--- config.mk ---
export PLATFORM = sky130hd
export DESIGN_NAME = escalonador_rr
export DESIGN_NICKNAME = d
export VERILOG_FILES = /design/src/rtl/escalonador_rr.sv
export SDC_FILE = /design/constraint.sdc
export NUM_CORES = 1
export LEC_CHECK = 0
export CAP_MARGIN = 20
export CORE_MARGIN = 2
export CORE_UTILIZATION = 50
export CTS_BUF_LIST = sky130_fd_sc_hd__clkbuf_8
export DETAILED_ROUTE_END_ITERATION = 6
export PLACE_DENSITY = 0.84
export SLEW_MARGIN = 20
export SYNTH_ARGS = -nofsm -noshare
export SYNTH_HDL_FRONTEND = slang
export SYNTH_SLANG_ARGS = --single-unit
--- constraint.sdc ---
create_clock -name clk -period 3.7 [get_ports clk]
set_input_delay 0.555 -clock clk [delete_from_list [all_inputs] [get_ports clk]]
set_output_delay 0.555 -clock clk [all_outputs]
set_load 0.05 [all_outputs]
--- src/rtl/escalonador_rr.sv ---
// Round-robin scheduler: alternates the CPU between the SO (id 0) and the next
// ready user process, enforcing a programmable quantum and context strobes.
module escalonador_rr #(
  parameter int N_PROC = 3,
  parameter int ID_W   = 2,
  parameter int QW     = 8
) (
  input  logic              clk,
  input  logic              reset,
  input  logic              passo,
  input  logic              HALT,
  input  logic              fim_so,
  input  logic              carrega,
  input  logic [ID_W-1:0]   carrega_id,
  input  logic [QW-1:0]     quantum,
  output logic [ID_W-1:0]   id_proc,
  output logic [ID_W-1:0]   id_proc_atual,
  output logic              Sel_BIOS,
  output logic              Set_ctx,
  output logic              Salva_ctx,
  output logic              quantum_over,
  output logic              ocioso,
  output logic [N_PROC-1:0] pronto
);

  typedef enum logic [1:0] {ST_SO, ST_CARREGA, ST_EXEC, ST_SALVA} state_t;

  state_t            state_q;
  logic [QW-1:0]     cnt_q, quantum_q, quantum_eff;
  logic [ID_W-1:0]   id_proc_q, atual_q, next_id_d;
  logic [ID_W:0]     cand;
  logic [N_PROC-1:0] pronto_q, pronto_d;
  logic              sel_bios_q, set_ctx_q, salva_ctx_q, quantum_over_q, ocioso_q;

  assign quantum_eff = (quantum == '0) ? QW'(1) : quantum;

  // A load request on the same edge as a HALT of that process wins.
  genvar gi;
  generate
    for (gi = 0; gi < N_PROC; gi++) begin : g_pronto
      assign pronto_d[gi] =
        (carrega && carrega_id == ID_W'(gi + 1)) ? 1'b1 :
        (state_q == ST_EXEC && HALT && atual_q == ID_W'(gi + 1)) ? 1'b0 :
        pronto_q[gi];
    end
  endgenerate

  // Scan offsets from farthest to nearest so the nearest ready id after the
  // current one overwrites the others; the current id itself is offset N_PROC.
  always_comb begin
    next_id_d = '0;
    cand      = '0;
    for (int off = N_PROC; off >= 1; off--) begin
      cand = {1'b0, atual_q} + (ID_W+1)'(off);
      if (cand > (ID_W+1)'(N_PROC)) cand = cand - (ID_W+1)'(N_PROC);
      for (int i = 0; i < N_PROC; i++) begin
        if (cand == (ID_W+1)'(i + 1) && pronto_q[i]) next_id_d = cand[ID_W-1:0];
      end
    end
  end

  always_ff @(posedge clk or posedge reset) begin
    if (reset) begin
      state_q        <= ST_SO;
      cnt_q          <= '0;
      quantum_q      <= '0;
      id_proc_q      <= '0;
      atual_q        <= '0;
      pronto_q       <= '0;
      sel_bios_q     <= 1'b1;
      set_ctx_q      <= 1'b0;
      salva_ctx_q    <= 1'b0;
      quantum_over_q <= 1'b0;
      ocioso_q       <= 1'b1;
    end else begin
      pronto_q       <= pronto_d;
      set_ctx_q      <= 1'b0;
      salva_ctx_q    <= 1'b0;
      quantum_over_q <= 1'b0;
      ocioso_q       <= 1'b0;
      case (state_q)
        ST_SO: begin
          if (fim_so && |pronto_q) begin
            state_q    <= ST_CARREGA;
            set_ctx_q  <= 1'b1;
            sel_bios_q <= 1'b0;
            id_proc_q  <= next_id_d;
            atual_q    <= next_id_d;
            cnt_q      <= '0;
          end else begin
            ocioso_q <= ~|pronto_d;
          end
        end
        ST_CARREGA: begin
          state_q   <= ST_EXEC;
          quantum_q <= quantum_eff;
          cnt_q     <= '0;
        end
        ST_EXEC: begin
          if (HALT) begin
            state_q    <= ST_SO;
            sel_bios_q <= 1'b1;
            id_proc_q  <= '0;
            ocioso_q   <= ~|pronto_d;
          end else if (passo) begin
            if (cnt_q == quantum_q - 1'b1) begin
              state_q        <= ST_SALVA;
              quantum_over_q <= 1'b1;
              salva_ctx_q    <= 1'b1;
              sel_bios_q     <= 1'b1;
              id_proc_q      <= '0;
            end else begin
              cnt_q <= cnt_q + 1'b1;
            end
          end
        end
        ST_SALVA: begin
          state_q  <= ST_SO;
          ocioso_q <= ~|pronto_d;
        end
        default: state_q <= ST_SO;
      endcase
    end
  end

  assign id_proc       = id_proc_q;
  assign id_proc_atual = atual_q;
  assign Sel_BIOS      = sel_bios_q;
  assign Set_ctx       = set_ctx_q;
  assign Salva_ctx     = salva_ctx_q;
  assign quantum_over  = quantum_over_q;
  assign ocioso        = ocioso_q;
  assign pronto        = pronto_q;

endmodule

# After elaboration in Yosys (flattened, before gate mapping)
# Index checks and enable logic that the tools add are counted.
[totals]
register_bits = 29
inputBits = 16
output_inout_bits = 12
wordCells = 122
[op_classes]
addsub = 8
n_lt_le_gt_ge = 3
eq_ne = 25
mux = 48
reduce_logical = 28
[ops]
columns = ["operator", "count"]
rows = [
  ["8-bit two-way mux", 5],
  ["2-bit two-way mux", 17],
  ["8-bit one-hot mux with 3 select lines", 1],
  ["3-bit by 2-bit equality test with 1-bit output (second input constant)", 6],
  ["1-bit two-way mux", 18],
  ["1-bit logical AND", 17],
  ["2-bit equality test (second input constant)", 6],
  ["3-bit by 1-bit equality test with 1-bit output (second input constant)", 3],
  ["3-bit by 2-bit > comparator with 1-bit output (second input constant)", 3],
  ["3-bit two-way mux", 3],
  ["3-bit by 2-bit subtractor with 3-bit output (second input constant)", 3],
  ["8-bit by 1-bit adder with 8-bit output (second input constant)", 1],
  ["8-bit equality test", 1],
  ["8-bit zero test", 1],
  ["2-bit != test (second input constant)", 4],
  ["2-bit one-hot mux with 4 select lines", 1],
  ["8-bit by 1-bit subtractor with 8-bit output (second input constant)", 1],
  ["2-bit by 2-bit adder with 3-bit output (second input constant)", 2],
  ["2-bit by 1-bit equality test with 1-bit output (second input constant)", 3],
  ["3-bit OR reduction", 2],
  ["5-bit AND reduction", 1],
  ["2-bit one-hot mux with 2 select lines", 1],
  ["4-bit AND reduction", 1],
  ["2-bit by 1-bit adder with 3-bit output (second input constant)", 1],
  ["other kinds (10)", 10],
]

# Logic depth before layout (Yosys ltp)
[depth]
depth_word = 16
mapped_depth = 9
ltp_nobuf = 8

# Worst setup path before layout
# Ideal clock, no wire load.
[synth_path]
kind = "register -> register"
start = "reg atual_q[0], in the netlist id_proc_atual[0]"
end = "reg id_proc_q[1], in the netlist id_proc[1]"
setup_time_ns = 0.118
arrival_time_ns = 2.232
required_time_ns = 3.582
setup_slack_ns = 1.350
path_stages_with_launch = 9
path_cell_list = "dfrtp_1 inv_1 ha_1 a222oi_1 nor2_1 a211o_1 nand3_1 nand2_1 a21o_1"
[synth_between]
elab_chain_len = 16
elab_cells_between_ends = 41
[synth_lines]
columns = ["element", "line_no", "rtl"]
rows = [
  ["from (decl)", "30", "logic [ID_W-1:0] id_proc_q, atual_q, next_id_d;"],
  ["from (signal assigned)", "88", "atual_q <= next_id_d;"],
  ["2-bit by 2-bit adder with 3-bit output", "54", "cand = {1'b0, atual_q} + (ID_W+1)'(off);"],
  ["3-bit by 2-bit subtractor with 3-bit output or 3-bit by 2-bit > comparator with 1-bit output (tied branches)", "55", "if (cand > (ID_W+1)'(N_PROC)) cand = cand - (ID_W+1)'(N_PROC);"],
  ["3-bit two-way mux", "55", ""],
  ["3-bit by 1-bit equality test with 1-bit output", "57", "if (cand == (ID_W+1)'(i + 1) && pronto_q[i]) next_id_d = cand[ID_W-1:0];"],
  ["1-bit logical AND", "57", ""],
  ["2-bit two-way mux (8 in series)", "57", ""],
  ["2-bit two-way mux (*)", "57", ""],
  ["2-bit two-way mux (*)", "83", "if (fim_so && |pronto_q) begin"],
  ["2-bit one-hot mux with 2 select lines (*)", "81", "case (state_q)"],
  ["to (signal assigned)", "87", "id_proc_q <= next_id_d;"],
  ["to (decl)", "30", ""],
]
# Mark *: on every way between the ends. The rest lies on a longest branch, timed or not. The select of a mux whose other input is x is not followed.
# A chain may end at the register's enable or synchronous reset.

# Final worst setup path
[layout_path]
start = "reg quantum_q[0]"
end = "reg id_proc_q[1], in the netlist id_proc[1]"
[layout_between]
elab_chain_len = 4
[layout_lines]
columns = ["element", "line_no", "rtl"]
rows = [
  ["from (decl)", "29", "logic [QW-1:0] cnt_q, quantum_q, quantum_eff;"],
  ["from (signal assigned)", "96", "quantum_q <= quantum_eff;"],
  ["8-bit by 1-bit subtractor with 8-bit output", "106", "if (cnt_q == quantum_q - 1'b1) begin"],
  ["8-bit equality test", "106", ""],
  ["3-bit by 2-bit != test with 1-bit output (no line)", "--", ""],
  ["4-bit AND reduction (no line)", "--", ""],
]
# Every way passes these cells.

==> flow_summary.yaml <==
clocking:
  clock-sinks: 29
  cts_buffers: 5
  clk_latency_ns: 0.28
  cts.clk_slew.worst_paths_ns: 0.06
  post-cts-setup-buffers: 0
  cts_tree: "built"
  ctsLongestPathBuffers: 2
  root_buffer: "clkbuf_8"
  cts_hold_buf: 0
  htreeDepth: 2
  post_cts_resize_count: 0
route:
  routedWlPerCell_um: 14.37
  route.detailed.drc: 0
  ant_nets: 0
  viasPerCell: 5.736
  firstDrtPassIters: 4
  routed_wl_um: 3650
  vias: 1457
  initialDrtViolationCount: 75
layout:
  final_nets: 230
  layout-drive-gt1-share_pct: 11.06
  fin_util_pct: 64.42
  n_antenna_cell: 0
  syn_to_final_growth_pct: 24.04
  fillCellCount: 283
logic_synthesis:
  syn_nets: 200
  async_flop_share_pct: 100.0
  seq_area_frac_synth_pct: 42.02
  synth-seq-cells: 29
  synthFlopType: "dfrtp_1"
  synth_cell_types: 47
  syn_inst: 177
  synth_top_area_cell: "dfrtp_1"
  synth-edff-count: 0
  avgSynthCellArea_um2: 9.790
  syn-cell-area_mm2: 0.001733
  synth-warning-count: 0
  synth_area_leaders: "dfrtp_1, ha_1, mux2_2"
  synth_top_cell_area_share_pct: 38.99
placement:
  gp_congestion: 0.8130
  port_buffers: 27
  pre_cts_ws_ns: 1.180
  dp_hpwl_um: 2749
worst_setup_path:
  path_cells: "inv_1 -> ha_1 -> and2_1 -> o21a_1 -> o31a_1 -> a211oi_4 -> a211oi_1 -> a21o_1"
  max_stage_delay_ns: 0.56
  crit_required_ns: 3.87
  r2r_start: "quantum_q[0]"
  start_kind: "register"
  regToRegEndpoint: "id_proc[1]"
  crit_path_start: "quantum_q[0]"
  worstPathArrival_ns: 2.72
  cp_num_buf_inv: 1
  end_kind: "register"
  endpoint: "id_proc[1]"
  r2r_cells: 8
  path_delay_family: "compound AO/OA/AOI/OAI gates"
  critPathKind: "register to register"
  r2r_slack_ns: 1.15
  cp_slowest_cell: "a211oi_4"
  worstSetupPathDepth: 8
  path_max_fanout: 16
die:
  ios: 28
  die_x_um: 62.87
  initial_core_util_pct: 51.93
  rows: 21
  dieArea_mm2: 0.003953
  die_h_um: 62.87
  core_mm2: 0.003337
global_route:
  overflow: 0
  grt_pass1_wl_um: 6555
  grt_pass1_vias: 1389
  grt_max_degree: 30
  antenna_found_initial: 0
  grtUsageTotal_pct: 21.09
outcome:
  status: "finished clean"
sta:
  finalHoldViolations: 0
  fin_setup_tns_ns: 0
  layout_setup_ws_ns: 1.152
  setup_viol_count_final: 0
  hold_slack_ns: 0.5055
  grt_setup_unrepaired: "no"
  final.setup_skew_ns: 0.005734
  finalCritPeriodShare_pct: 68.86
  slew_headroom_pct: 58.99
  fmax_ghz: 0.3925
  layout_min_cycle_time_ns: 2.548
  slew_viol_final: 0
  tightest_slew_ns: 0.6132
power:
  finalPower_mw: 1.752
  leakage_nw: 0.9019
  power_density_mw_per_mm2: 815.2
  vdd_ir_drop_max_uv: 598.6
hold_path:
  hp-class: "register to register"
flow_run:
  maxCapViolCount: 0
## registers in the layout, indices dropped and copies added, names as in the netlist
| name | cells |
|---|---|
| ocioso | 1 |
| cnt_q | 8 |
| pronto | 3 |
| id_proc_atual | 2 |
| state_q | 2 |
| id_proc | 2 |
| quantum_over | 1 |
| quantum_q | 8 |
| Sel_BIOS | 1 |
| Set_ctx | 1 |
## logic make-up (layout without fill, tap and decap cells)
logic type                 Yosys count  count (layout)  share of synthesized area [%]
muxes                                8               8                          5.127
adders and majority gates            7               7                          5.054
AOI/OAI and AO/OA                   51              51                          21.59
DFF                                 29              29                          42.02
and+or+nand+nor                     61              61                          18.63
xor gates and xnor gates             8               8                          4.043
buffers and inverters               13              44                          3.537
## per-layer routing
layer / vias to the layer above / wire length, µm / track usage [%]
met5: - / 0 / 0
met4: 0 / 32 / 5.556
met3: 3 / 138 / 6.126
met2: 34 / 1822 / 34.71
met1: 705 / 1657 / 27.12
li1: 715 / - / -
## cell type report
class	count	area, µm²	share of cell area (%)
Clock buffer	6	82.58	3.842
Clock inverter	2	33.78	1.572
Inverter	9	33.78	1.572
Multi-Input combinational cell	135	943.4	43.89
Sequential cell	29	728.2	33.88
Tap cell	46	57.56	2.678
Timing Repair Buffer	27	270.3	12.57
## metrics by stage
stage | instances | cell area (µm²)
after global routing | 254 | 2150
final | 254 | 2150
after floorplan | 177 | 1733
after CTS | 254 | 2150
after global placement | 246 | 2033
after detailed placement | 246 | 2033
## power by group
group	total [mW]	switching [mW]	internal, mW
sequential	0.577	0.152	0.425
clock	0.333	0.117	0.216
combinational	0.842	0.487	0.355
## cell usage after synthesis, types with 4 or more instances
library cell,n
a21o_1,4
nand3_1,10
dfrtp_1,27
a21oi_1,9
a211oi_1,5
o21ai_0,7
mux2_2,7
nand2_1,16
ha_1,7
xor2_1,6
o31ai_1,5
nor3_1,4
nor2_1,11
inv_1,9
## cells in the final DEF (no fill, tap or decap), drive strengths merged, types with 2 or more instances in the layout
cell           instances
dfrtp                 27
clkdlybuf4s50         27
nand2                 16
nor2                  11
nand3                 10
inv                   10
a21oi                  9
o21ai                  8
mux2                   7
ha                     7
xor2                   6
clkbuf                 6
a211oi                 6
o31ai                  5
nor3                   4
a21o                   4
nand2b                 3
or4                    3
or3                    3
a211o                  3
and2                   3
dfstp                  2
o21a                   2
xnor2                  2
nand4                  2
o31a                   2
o211ai                 2
a22oi                  2
a32o                   2
nor4                   2
o21bai                 2
## worst min-delay path by stage
stage | cells after the start | end | start | slack [ns]
after floorplan | 1 | state_q[0] | state_q[0] | 0.46
after global placement | 1 | state_q[0] | state_q[0] | 0.48
after detailed placement | 1 | state_q[0] | state_q[0] | 0.49
after CTS | 1 | state_q[0] | state_q[0] | 0.50
after global routing | 1 | state_q[0] | state_q[0] | 0.52
final | 1 | state_q[0] | state_q[0] | 0.51
Note: power is estimated with default switching activity, not from simulation.
